[src/rtl/down_timer_scheduler_if.sv]
`default_nettype none
// ============================================================================
// Module   : down_timer_scheduler_if
// Brief    : Request/grant/countdown bundle for down_timer_scheduler.
// Revision : 1.0
// ============================================================================
interface down_timer_scheduler_if #(
    parameter int NREQ  = 4,
    parameter int WIDTH = 4
) ();
    logic [NREQ-1:0]       req;
    logic [NREQ*WIDTH-1:0] load_val;
    logic                  abort;
    logic [NREQ-1:0]       gnt;
    logic                  busy;
    logic [WIDTH-1:0]      count;
    logic [NREQ-1:0]       done;
`ifdef PAUSE_EN
    logic                  pause;

    modport master (
        output req, load_val, abort, pause,
        input  gnt, busy, count, done
    );
    modport slave (
        input  req, load_val, abort, pause,
        output gnt, busy, count, done
    );
`else
    modport master (
        output req, load_val, abort,
        input  gnt, busy, count, done
    );
    modport slave (
        input  req, load_val, abort,
        output gnt, busy, count, done
    );
`endif
endinterface
`default_nettype wire

[src/rtl/down_timer_scheduler.sv]
`default_nettype none
// ============================================================================
// Module   : down_timer_scheduler
// Brief    : Round-robin arbiter sharing one down counter among NREQ
//            requesters; optional countdown pause enabled by macro PAUSE_EN.
// Revision : 1.0
// ============================================================================
module down_timer_scheduler #(
    parameter int NREQ  = 4,
    parameter int WIDTH = 4
) (
    input  wire logic             clk,
    input  wire logic             rst,
    down_timer_scheduler_if.slave bus
);
    localparam int c_ptr_w = (NREQ > 1) ? $clog2(NREQ) : 1;

    typedef enum logic [1:0] {
        ST_IDLE  = 2'd0,
        ST_COUNT = 2'd1,
        ST_DONE  = 2'd2
    } state_t;

    state_t               r_state;
    logic [NREQ-1:0]      r_gnt;
    logic [NREQ-1:0]      r_done;
    logic                 r_busy;
    logic [WIDTH-1:0]     r_count;
    logic [c_ptr_w-1:0]   r_ptr;
    logic [c_ptr_w-1:0]   r_owner;

    logic                 w_found;
    logic [c_ptr_w-1:0]   w_win;
    logic [NREQ-1:0]      w_gnt_oh;
    logic [WIDTH-1:0]     w_load;
    logic                 w_pause;

    // Index arithmetic modulo NREQ; operands are always below NREQ.
    function automatic logic [c_ptr_w-1:0] wrap_add(
        input logic [c_ptr_w-1:0] base,
        input int                 k
    );
        int s;
        s = int'(32'(base)) + k;
        if (s >= NREQ) begin
            s = s - NREQ;
        end
        return s[c_ptr_w-1:0];
    endfunction

    // Scan upward from the pointer; the first requesting index wins.
    always_comb begin
        w_found = 1'b0;
        w_win   = '0;
        for (int k = 0; k < NREQ; k++) begin
            if (!w_found && bus.req[wrap_add(r_ptr, k)]) begin
                w_found = 1'b1;
                w_win   = wrap_add(r_ptr, k);
            end
        end
    end

    always_comb begin
        w_gnt_oh = '0;
        w_load   = '0;
        for (int i = 0; i < NREQ; i++) begin
            if (w_win == i[c_ptr_w-1:0]) begin
                w_gnt_oh[i] = w_found;
                w_load      = bus.load_val[i*WIDTH +: WIDTH];
            end
        end
    end

`ifdef PAUSE_EN
    assign w_pause = bus.pause;
`else
    assign w_pause = 1'b0;
`endif

    always_ff @(posedge clk or posedge rst) begin
        if (rst) begin
            r_state <= ST_IDLE;
            r_gnt   <= '0;
            r_done  <= '0;
            r_busy  <= 1'b0;
            r_count <= '1;
            r_ptr   <= '0;
            r_owner <= '0;
        end else begin
            r_done <= '0;
            case (r_state)
                ST_IDLE: begin
                    if (w_found) begin
                        r_state <= ST_COUNT;
                        r_gnt   <= w_gnt_oh;
                        r_owner <= w_win;
                        r_count <= w_load;
                        r_busy  <= 1'b1;
                    end
                end
                ST_COUNT: begin
                    // Abort outranks pause; counter parks at all-ones.
                    if (bus.abort) begin
                        r_state <= ST_IDLE;
                        r_gnt   <= '0;
                        r_busy  <= 1'b0;
                        r_count <= '1;
                        r_ptr   <= wrap_add(r_owner, 1);
                    end else if (!w_pause) begin
                        if (r_count != '0) begin
                            r_count <= r_count - 1'b1;
                        end else begin
                            r_state <= ST_DONE;
                            r_done  <= r_gnt;
                        end
                    end
                end
                ST_DONE: begin
                    r_state <= ST_IDLE;
                    r_gnt   <= '0;
                    r_busy  <= 1'b0;
                    r_ptr   <= wrap_add(r_owner, 1);
                end
                default: begin
                    r_state <= ST_IDLE;
                    r_gnt   <= '0;
                    r_busy  <= 1'b0;
                end
            endcase
        end
    end

    assign bus.gnt   = r_gnt;
    assign bus.done  = r_done;
    assign bus.busy  = r_busy;
    assign bus.count = r_count;

endmodule
`default_nettype wire

[src/flat_wrapper.sv]
// flat-port wrapper written by rule: the top's interface ports become plain ports
module down_timer_scheduler_flat 
#(
    parameter int NREQ  = 4,
    parameter int WIDTH = 4
)
  (clk, rst, bus_req, bus_load_val, bus_abort, bus_gnt, bus_busy, bus_count, bus_done);
  down_timer_scheduler_if #(.NREQ(NREQ), .WIDTH(WIDTH)) bus_i ();
  input  wire logic clk;
  input  wire logic rst;
  input wire logic [$bits(bus_i.req)-1:0] bus_req;
  input wire logic [$bits(bus_i.load_val)-1:0] bus_load_val;
  input wire logic [$bits(bus_i.abort)-1:0] bus_abort;
  output wire logic [$bits(bus_i.gnt)-1:0] bus_gnt;
  output wire logic [$bits(bus_i.busy)-1:0] bus_busy;
  output wire logic [$bits(bus_i.count)-1:0] bus_count;
  output wire logic [$bits(bus_i.done)-1:0] bus_done;
  assign bus_i.req = bus_req;
  assign bus_i.load_val = bus_load_val;
  assign bus_i.abort = bus_abort;
  assign bus_gnt = bus_i.gnt;
  assign bus_busy = bus_i.busy;
  assign bus_count = bus_i.count;
  assign bus_done = bus_i.done;
  down_timer_scheduler #(.NREQ(NREQ), .WIDTH(WIDTH)) u_core (.clk(clk), .rst(rst), .bus(bus_i));
endmodule
[config.mk]
export PLATFORM = sky130hd
export DESIGN_NAME = down_timer_scheduler_flat
export DESIGN_NICKNAME = d
export VERILOG_FILES = /design/src/rtl/down_timer_scheduler_if.sv /design/src/rtl/down_timer_scheduler.sv /design/src/flat_wrapper.sv
export SDC_FILE = /design/constraint.sdc
export NUM_CORES = 1
export LEC_CHECK = 0
export BUFFER_PORTS_ARGS = -buffer_cell sky130_fd_sc_hd__buf_2
export CORE_MARGIN = 3
export CORE_UTILIZATION = 45
export CTS_BUF_LIST = sky130_fd_sc_hd__clkbuf_8
export DETAILED_ROUTE_END_ITERATION = 10
export GPL_ROUTABILITY_DRIVEN = 0
export GPL_TIMING_DRIVEN = 0
export PLACE_DENSITY = 0.79
export SLEW_MARGIN = 10
export SYNTH_ARGS = -nofsm -noshare
export SYNTH_HDL_FRONTEND = slang
export SYNTH_SLANG_ARGS = --single-unit
export TNS_END_PERCENT = 20
[constraint.sdc]
create_clock -name clk -period 3.68 [get_ports clk]
set_input_delay 1.104 -clock clk [delete_from_list [all_inputs] [get_ports clk]]
set_output_delay 1.104 -clock clk [all_outputs]
set_load 0.01 [all_outputs]
# == Word-level counts from Yosys, hierarchy flattened ==
# Index checks and enable logic that the tools add are counted.
# Widths: inputs -> output; s select.
# op_classes
n_addsub,10
order_cmp,9
n_eq_ne,9
muxes,48
reduce_logical,16
# ops
operator,count
$mux 4,12
$mux 2,13
$pmux 4 s2,2
$mux 1,14
$ge 3x3->1 const B,4
$lt 2x3->1 const B,4
$sub 2x1->2 const B,5
$bmux 1 s2,4
$pmux 2 s2,2
$reduce_and 2->1,4
$add 2x1->3 const B,2
$add 2x2->3 const B,2
$eq 2x2->1 const B,3
$eq 2x1->1 const B,2
$logic_not 2->1,2
$reduce_bool 2->1,2
$reduce_bool 4->1,1
$sub 4x1->4 const B,1
$ge 2x3->1 const B,1
$logic_and 1x1->1,3
$logic_not 1->1,3
$ne 3x2->1 const B,1
$ne 3x3->1 const B,1
$reduce_and 3->1,1
other kinds (3),3
# word_totals
reg_bits,19
out_inout_bits,13

# == Logic depth before layout (Yosys ltp) ==
# Gate-level depths: netlist (run 1).
# logic_depth
ltp_word,21
ltp_mapped,7

# == Least setup slack after synthesis (run 1) ==
# No wires, ideal clock.
# synth_timing
path_type,in2reg
from,in bus_req[2]
to,reg u_core.r_count[3] (netlist: u_core.bus.count[3])
arrival_time_ps,2023
path_slack_ps,1576
cell_stages,5
n_path_buf,0
path_cell_list,nor2b_2 -> a211o_2 -> a21boi_2 -> o21ai_1 -> a211oi_2
# synth_via
elab_chain_cells,19
word_cells_on_any_way,34
classes_between,eq/ne: 4; mux: 22; reduce/logical: 8
# synth_lines
item,line,text
from (decl),flat_wrapper.sv:11,input wire logic [$bits(bus_i.req)-1:0] bus_req;
$bmux 1 s2,down_timer_scheduler.sv:56,"if (!w_found && bus.req[wrap_add(r_ptr, k)]) begin"
$mux 1 (implied by the code),down_timer_scheduler.sv:56,
$mux 1,down_timer_scheduler.sv:56,
$logic_not 1->1,down_timer_scheduler.sv:56,
$logic_and 1x1->1,down_timer_scheduler.sv:56,
$mux 1,down_timer_scheduler.sv:56,
$logic_not 1->1,down_timer_scheduler.sv:56,
$logic_and 1x1->1,down_timer_scheduler.sv:56,
$mux 1,down_timer_scheduler.sv:56,
$logic_not 1->1,down_timer_scheduler.sv:56,
$logic_and 1x1->1,down_timer_scheduler.sv:56,
$mux 2,down_timer_scheduler.sv:56,
$logic_not 2->1,down_timer_scheduler.sv:67,if (w_win == i[c_ptr_w-1:0]) begin
$mux 4 (4 in series),down_timer_scheduler.sv:67,
$mux 4,down_timer_scheduler.sv:93,if (w_found) begin
$pmux 4 s2,down_timer_scheduler.sv:91,case (r_state)
to (signal assigned),down_timer_scheduler.sv:97,r_count <= w_load;
to (signal assigned),down_timer_scheduler.sv:111,r_count <= r_count - 1'b1;
to (decl),down_timer_scheduler.sv:28,logic [WIDTH-1:0] r_count;
# Parallel ways exist; a longest one is shown, timed or not. The select of a mux whose other input is x is not followed.
# A chain may end at the register's enable or synchronous reset.

# == Worst setup path in the final report (run 1) ==
# Same ends and word-level chain as after synthesis.

==> metrics.txt, run 1 <==
status=finished clean; Seq cells post-synth=19; Core ar.=0.002297 mm2; Crit Path Class=in2reg; max-cap violations=0; grt ovf=0; DP Worst Slack=1165 ps; fraction of registers with async set/reset=100.0%; cell taking the most area after synthesis=dfrtp_1; Cell variety after synth=45; clk slew on worst S/H paths=~70 ps; crit end category=flop; Post-synth EDFFs=0; effective utilization at floorplan=49.35%; Synth top cells by count=15 x dfrtp_1, 11 x nand2_1, 9 x o21ai_0, 8 x and3_1, 6 x inv_1; Hold Crit Class=reg2reg; Final #Nets=180; Rows=17; sink of the worst hold path=u_core.bus.busy; Slew headroom=52.43%; Req. time, crit path=3860 ps; Reg2Reg Depth=7; CP Launch Type=input pin; CP Cell Sequence=buf_2 > nor2b_2 > nor3_1 > o22ai_1 > o21ai_1 > a211oi_2; cts repair resizes=0; Top FF cell, synth=dfrtp_1; Avg Cell Area, Syn=a little under 10 um2; CTS Buffer Depth=2; r2r setup slk=1840 ps; setup TNS=0 ps; fin crit period=2274 ps; reg2reg end=u_core.bus.count[2]; reg2reg start=u_core.bus.count[0]; Mapped Nets=140; final WL=2766 um; YS warnings=0; Post-DRT Antenna Nets=0; number of diodes=0; CP max FO=7; first-pass GRT wire length=4574 um; IO Count=36; GRT Resource Usage Total=18.16%; post-CTS setup buffer count=0; die extent in y=56.19 um; Highest Clock Rate=0.4398 GHz; Synth Cell Area=0.001134 mm2; unrepaired setup endpoints after global routing=no; worst skew pair latency=250 ps; TritonCTS Buffers=3; First-pass DRT Iterations=6; PortBufs=35; non-filler instance count after layout=183; hold_ws=between 400 and 500 ps; cell count after synthesis=116; top cells by area, synth=dfrtp_1 33%, dfstp_2 9.3%, and3_1 4.4%; Critical Path AT=2450 ps; fin crit share=61.79%; register area share after synthesis=42.38%; Placed Instances=179; maximum vdd ir drop=0.0003320 V; Worst Tran Pin Value=712.8 ps; hold path start=u_core.bus.busy; Final Hold Viols=0; clk root buf=clkbuf_8; clock tree sinks=19; number of global-route vias before repair=1029; initial antenna violation count=0; DP HPWL=2124 um; FF+latch area=480.5 um2; wire length per cell=15.11 um; CP max stage delay=450 ps; Multi-input gate area=610.6 um2; ratio of cells with drive above 1 in the final layout=40.00%; leak pwr=0.6846 nW; Slew Limit Fails=0; Vias per Instance=5.825; CP bufs+invs=1; Die Width=56.19 um; # setup viols final=0; area grow syn2layout=22.85%; # fillers=199; Slowest-stage cell, CP=o22ai_1; most common cell in the netlist=dfrtp_1; hold path depth=2; Layout Skew=approximately 2.8 ps; Synth top area share=between 30% and 40%; pwr/cell area=670.9 mW/mm2; Final WS setup=1406 ps; die area=0.003157 mm2; via count=1066; largest net degree at the start of global routing=20; Initial DRC Count=24; Post-CTS Hold Buffers=0; power after layout=934.3 uW; CTS tree=done; CP top delay family=compound AO/OA/AOI/OAI gates; DR DRC count=0; H-tree lvl count=1
-- routing by layer --
layer / part of all wire (%) / GRT usage [%]
met1: 44 / 23.22
met2: 50 / 31.39
met3: 5.3 / 2.552
met4: 0.76 / 5.763
met5: 0 / 0
-- power by group --
group | switching (mW) | internal [mW] | leakage [nW]
clock network | 0.0717 | 0.0762 | 0.0217
logic | 0.236 | 0.179 | 0.427
registers | 0.0767 | 0.294 | 0.236
total | 0.384 | 0.550 | 0.685
-- placed cells by master (no fill, tap or decap), types with 3 or more instances in the layout --
master,Yosys,routed
dfstp_2,4,4
dfrtp_1,15,15
a21oi_1,4,4
nand2_1,11,11
inv_1,6,6
clkbuf_8,0,3
o21ai_1,5,5
and3_1,8,8
o21ai_0,9,9
a221oi_1,3,3
nand3_1,4,4
nor3_1,4,4
buf_2,1,36
nor2_1,4,4
-- state kept, by name (all words and copies together), names as in the netlist --
signal and flops:
u_core.bus.count 4, u_core.r_state 2, u_core.bus.busy 1, u_core.r_ptr 2, u_core.r_owner 2, u_core.bus.done 4
u_core.bus.gnt 4
-- tightest hold or removal path: stages (launching register included) --
cell and delay [ps]:
dfrtp_1 340, nand2_1 50, nand2_1 60
-- cells by family after synthesis --
family                     after synthesis  synth area share [%]
and+or+nand+nor                         43                 22.30
AOI/OAI and AO/OA                       42                 28.81
DFF                                     19                 42.38
buffers and inverters                    9                 3.752
xor gates and xnor gates                 1                0.7728
muxes                                    1                0.8830
adders and majority gates                1                 1.104
-- final cells by class --
type | count | share of cell area (%)
plain buffers | 3 | 1.438
clock buffers | 3 | 2.965
clock inverters | 1 | 0.5391
inverters | 6 | 1.617
multi-input cells | 88 | 43.85
flip-flops and latches | 19 | 34.50
well taps | 28 | 2.516
repair buffers | 35 | 12.58
-- how the worst max path moves through the flow --
| stage | startpoint | end | cells past startpoint |
|---|---|---|---|
| 2_1_floorplan | bus_req[2] | u_core.bus.count[3] | 5 |
| 3_3_place_gp | bus_req[2] | u_core.bus.count[3] | 6 |
| 3_5_place_dp | bus_req[2] | u_core.bus.count[3] | 6 |
| 4_1_cts | bus_req[0] | u_core.bus.count[3] | 6 |
| 5_1_grt | bus_req[2] | u_core.bus.count[3] | 6 |
| 6_report | bus_req[2] | u_core.bus.count[3] | 6 |
-- metrics by stage --
step / util, % / instance area, um2
after floorplan: - / 1134
after global placement: 58.50 / 1344
after detailed placement: 58.50 / 1344
after CTS: 60.62 / 1393
after global routing: 60.62 / 1393
final: 60.62 / 1393
(Power assumes the default switching activity.)
==> run 2, diff against run 1 <==
- PLACE_DENSITY: 0.79 -> 0.82
- clock period: 3.68 -> 2 ns (I/O delays scaled with it)
==> run 2 against run 1 <==
Effect of this change:
- clock power increased by 73%
- first-iteration DRC count increased by 25%
- design area decreased by 0.27%
- sequential share of layout area increased by 0.093 points
- register-to-register slack got worse by 1700 ps
- clock-buffer cell count unchanged
- die area unchanged
- worst setup slack got worse by 1300 ps
- critical path depth increased by 1
- sequential power increased by 84%
- critical endpoint is now u_core.bus.count[2]
==> metrics.txt, run 2 (synthesis results as in run 1) <==
clk root buf=clkbuf_8; unrepaired setup endpoints after global routing=no; die area=0.003157 mm2; wire length per cell=14.56 um; DP Worst Slack=21.49 ps; largest net degree at the start of global routing=20; reg2reg start=u_core.bus.count[0]; Sequential Power Share=40.0%; First-pass DRT Iterations=7; Net Sw Frac=40.77%; Final #Nets=180; clock tree sinks=19; design area=0.001389 mm2; non-filler instance count after layout=183; CP max FO=7; effective utilization at floorplan=49.35%; # setup viols final=0; Layout Skew=2.021 ps; Psw=695.2 uW; Core ar.=0.002297 mm2; Final Hold Viols=0; crit end category=flop; max-cap violations=0; number of global-route vias before repair=1025; status=finished clean; Post-CTS Hold Buffers=0; initial antenna violation count=0; Die Width=56.19 um; maximum vdd ir drop=around 0.00055 V; PortBufs=35; CP Launch Type=flop; area grow syn2layout=22.52%; Final WS setup=roughly 140 ps; Rows=17; DP HPWL=2094 um; via count=1045; crit path launch=u_core.bus.count[0]; ratio of cells with drive above 1 in the final layout=39.35%; Post-DP Area=approximately 0.0013 mm2; clk slew on worst S/H paths=70 ps; die extent in y=56.19 um; Req. time, crit path=~2200 ps; CTS Buffer Depth=2; Highest Clock Rate=~0.54 GHz; H-tree lvl count=1; Post-DRT Antenna Nets=0; IO Count=36; worst skew pair latency=roughly 250 ps; clock network power share=15.0%; hold_ws=443.1 ps; Crit Path Class=reg2reg; commonest non-fill, non-tap cell in the layout=buf_2; r2r setup slk=~140 ps; cts repair resizes=0; leak pwr=approximately 0.7 nW; DR DRC count=0; fin crit share=92.93%; Initial DRC Count=30; TritonCTS Buffers=3; grt ovf=0; number of diodes=0; logic gate share of total power=45.0%; Critical Path AT=2040 ps; CTS tree=done; Slew headroom=a little over half; final WL=2665 um; pwr/cell area=1228 mW/mm2; Hold Crit Class=in2async; GRT Resource Usage Total=17.72%; post-CTS setup buffer count=0; commonest non-fill, non-tap cells in the layout=36 x buf_2, 15 x dfrtp_1, 11 x nand2_1; Int Pwr=~1.0 mW; Slew Limit Fails=0; setup TNS=0 ps; Vias per Instance=5.710; first-pass GRT wire length=4505 um; Placed Instances=between 150 and 200; fin crit period=1859 ps; Worst Tran Pin Value=~680 ps; Reg2Reg Depth=7
==> run 2: changes by cell type in the layout (fill, tap and decap cells not counted), sizes merged <==
| cell | change |
|---|---|
| clkinvlp | -1 |
| inv | +1 |
==> run 2: routing by layer <==
metal  part of all wire, %  global-route usage, %  vias up
li1                      -                      -      515
met5                     0                      0        -
met2                    51                  31.39       36
met3                   6.3                  2.320        2
met1                    42                  22.27      492
met4                  0.60                  5.085        0
==> run 2: power groups by stage <==
stage | registers [mW] | logic, mW | clock network, mW
2_1_floorplan | 0.698 | 0.499 | 0
3_3_place_gp | 0.674 | 0.724 | 0
3_5_place_dp | 0.683 | 0.763 | 0
4_1_cts | 0.680 | 0.769 | 0.262
5_1_grt | 0.705 | 0.847 | 0.280
6_report | 0.682 | 0.767 | 0.256
==> run 2: critical path, stage by stage, from the launching register on <==
cell	delay, ps
dfstp_2	570
inv_1	60
ha_1	220
nor3b_2	210
a221oi_4	350
o31a_1	190
o21ai_1	60
a21oi_1	120
==> run 2: worst paths after layout <==
kind | to
max | u_core.bus.count[2]
min | u_core.bus.done[1]
max reg2reg | u_core.bus.count[2]
min reg2reg | u_core.bus.busy
max in group asynchronous | u_core.r_ptr[0]
min in group clk | u_core.bus.busy
==> run 2: final cells by class <==
type,instances,area (um2)
clock buffer,3,41.29
timing repair buffer,35,175.2
tap,28,35.03
buffer,3,20.02
inverter,6,22.52
multi-input combinational,88,610.6
clock inverter,1,3.754
fill,202,908.4
sequential,19,480.5
==> run 2: stage by stage <==
| stage | util (%) | power [mW] |
|---|---|---|
| floorplan | - | 1.196 |
| global placement | 58.50 | 1.399 |
| detailed placement | 58.50 | 1.446 |
| CTS | 60.46 | 1.711 |
| global route | 60.46 | 1.832 |
| finish | 60.46 | 1.705 |
==> run 3, diff against run 2 <==
- CORE_UTILIZATION: 45 -> 30
- PLACE_DENSITY: 0.82 -> 0.61
==> run 3 against run 2 <==
Effect of this change:
- clock power grew 8.2%
- worst setup slack gained 17 ps
- design area grew 2.3%
- worst hold slack gained 6.6 ps
- combinational power grew 1%
- critical path depth is the same
- register-to-register slack gained 20 ps
- sequential share of layout area shrank 0.79 points
- critical path type unchanged
- largest cell class unchanged
==> metrics.txt, run 3 (synthesis results as in run 1) <==
hold_ws=449.7 ps; power after layout=1.733 mW; unrepaired setup endpoints after global routing=no; fin crit period=~1800 ps; fin crit share=92.07%; First-pass DRT Iterations=4; Rows=21; area grow syn2layout=25.39%; design area=0.001421 mm2; DR DRC count=0; largest net degree at the start of global routing=20; Critical Path AT=roughly 2000 ps; H-tree lvl count=1; TritonCTS Buffers=3; Final Core Density=40.67%; final WL=2908 um; Worst Tran Pin Value=726.8 ps; # setup viols final=0; Crit Path Class=reg2reg; Final Hold Viols=0; Core ar.=0.003495 mm2; commonest non-fill, non-tap cell in the layout=buf_2; max-cap violations=0; CTS tree=done; Final #Nets=180; GRT Resource Usage Total=14.09%; status=finished clean; pwr/cell area=1219 mW/mm2; Req. time, crit path=2190 ps; clock tree sinks=19; IO Count=36; Highest Clock Rate=roughly 0.54 GHz; leak pwr=just under 0.7 nW; effective utilization at floorplan=32.44%; cts repair resizes=0; PortBufs=35; crit end category=flop; Layout Skew=3.129 ps; ratio of cells with drive above 1 in the final layout=40.65%; setup TNS=0 ps; die extent in y=67.47 um; initial antenna violation count=0; commonest non-fill, non-tap cells in the layout=36 x buf_2, 15 x dfrtp_1, 11 x nand2_1; clk root buf=clkbuf_8; CP Launch Type=flop; first-pass GRT wire length=4816 um; maximum vdd ir drop=roughly 0.00033 V; wire length per cell=14.47 um; worst skew pair latency=260 ps; number of global-route vias before repair=~1100; clk slew on worst S/H paths=80 ps; CP max FO=7; Slew Limit Fails=0; Slew headroom=51.49%; DP HPWL=approximately 2300 um; die area=0.004552 mm2; CTS Buffer Depth=2; Reg2Reg Depth=7; Post-CTS Hold Buffers=0; Vias per Instance=5.294; Post-DRT Antenna Nets=0; Hold Crit Class=in2async; Initial DRC Count=60; number of diodes=0; Die Width=slightly below 70 um; Post-DP Area=0.001366 mm2; via count=about 1100; grt ovf=0; post-CTS setup buffer count=0
[run 3: cell count changes in the layout (fill, tap and decap cells not counted), sizes merged]
cell / before / now
inv: 7 / 6
clkinvlp: 0 / 1
[run 3: per-layer routing]
metal	global-route usage, %	part of all wire, %
met4	5.823	1.4
met3	2.496	5.1
met2	23.94	48
met5	0	0
met1	17.44	46
[run 3: critical path: stages, from the launching register on]
cell      delay (ps)
dfstp_2          570
inv_1             50
ha_1             220
nor3b_2          220
a221oi_4         340
o31a_1           190
o21ai_1           60
a21oi_1          120
[run 3: through the flow]
stage               setup slack [ps]  std cells
finish                         158.6        201
global route                   5.188        201
detailed placement            -45.86        197
global placement               6.547        197
CTS                            155.5        201
floorplan                      282.0        116
[run 3: where the power goes]
part / switching, mW / internal, mW / leakage, nW
clock: 0.137 / 0.141 / 0.0217
sequential: 0.139 / 0.542 / 0.236
combinational: 0.441 / 0.333 / 0.430
[run 3: worst paths after layout]
path,from,end,slack [ps]
setup / recovery,u_core.bus.count[0],u_core.bus.count[2],160
hold / removal,rst,u_core.bus.done[1],450
setup reg to reg,u_core.bus.count[0],u_core.bus.count[2],160
hold reg to reg,u_core.bus.busy,u_core.bus.busy,480
max in group asynchronous,rst,u_core.bus.gnt[1],1090
min in group clk,u_core.bus.busy,u_core.bus.busy,480
[run 3: area by class of cell]
type / count / area, um2
buffer: 3 / 20.02
clock buffer: 3 / 41.29
clock inverter: 1 / 7.507
fill: 354 / 2073
inverter: 6 / 22.52
multi-input combinational: 88 / 616.8
sequential: 19 / 480.5
tap: 46 / 57.56
timing repair buffer: 35 / 175.2
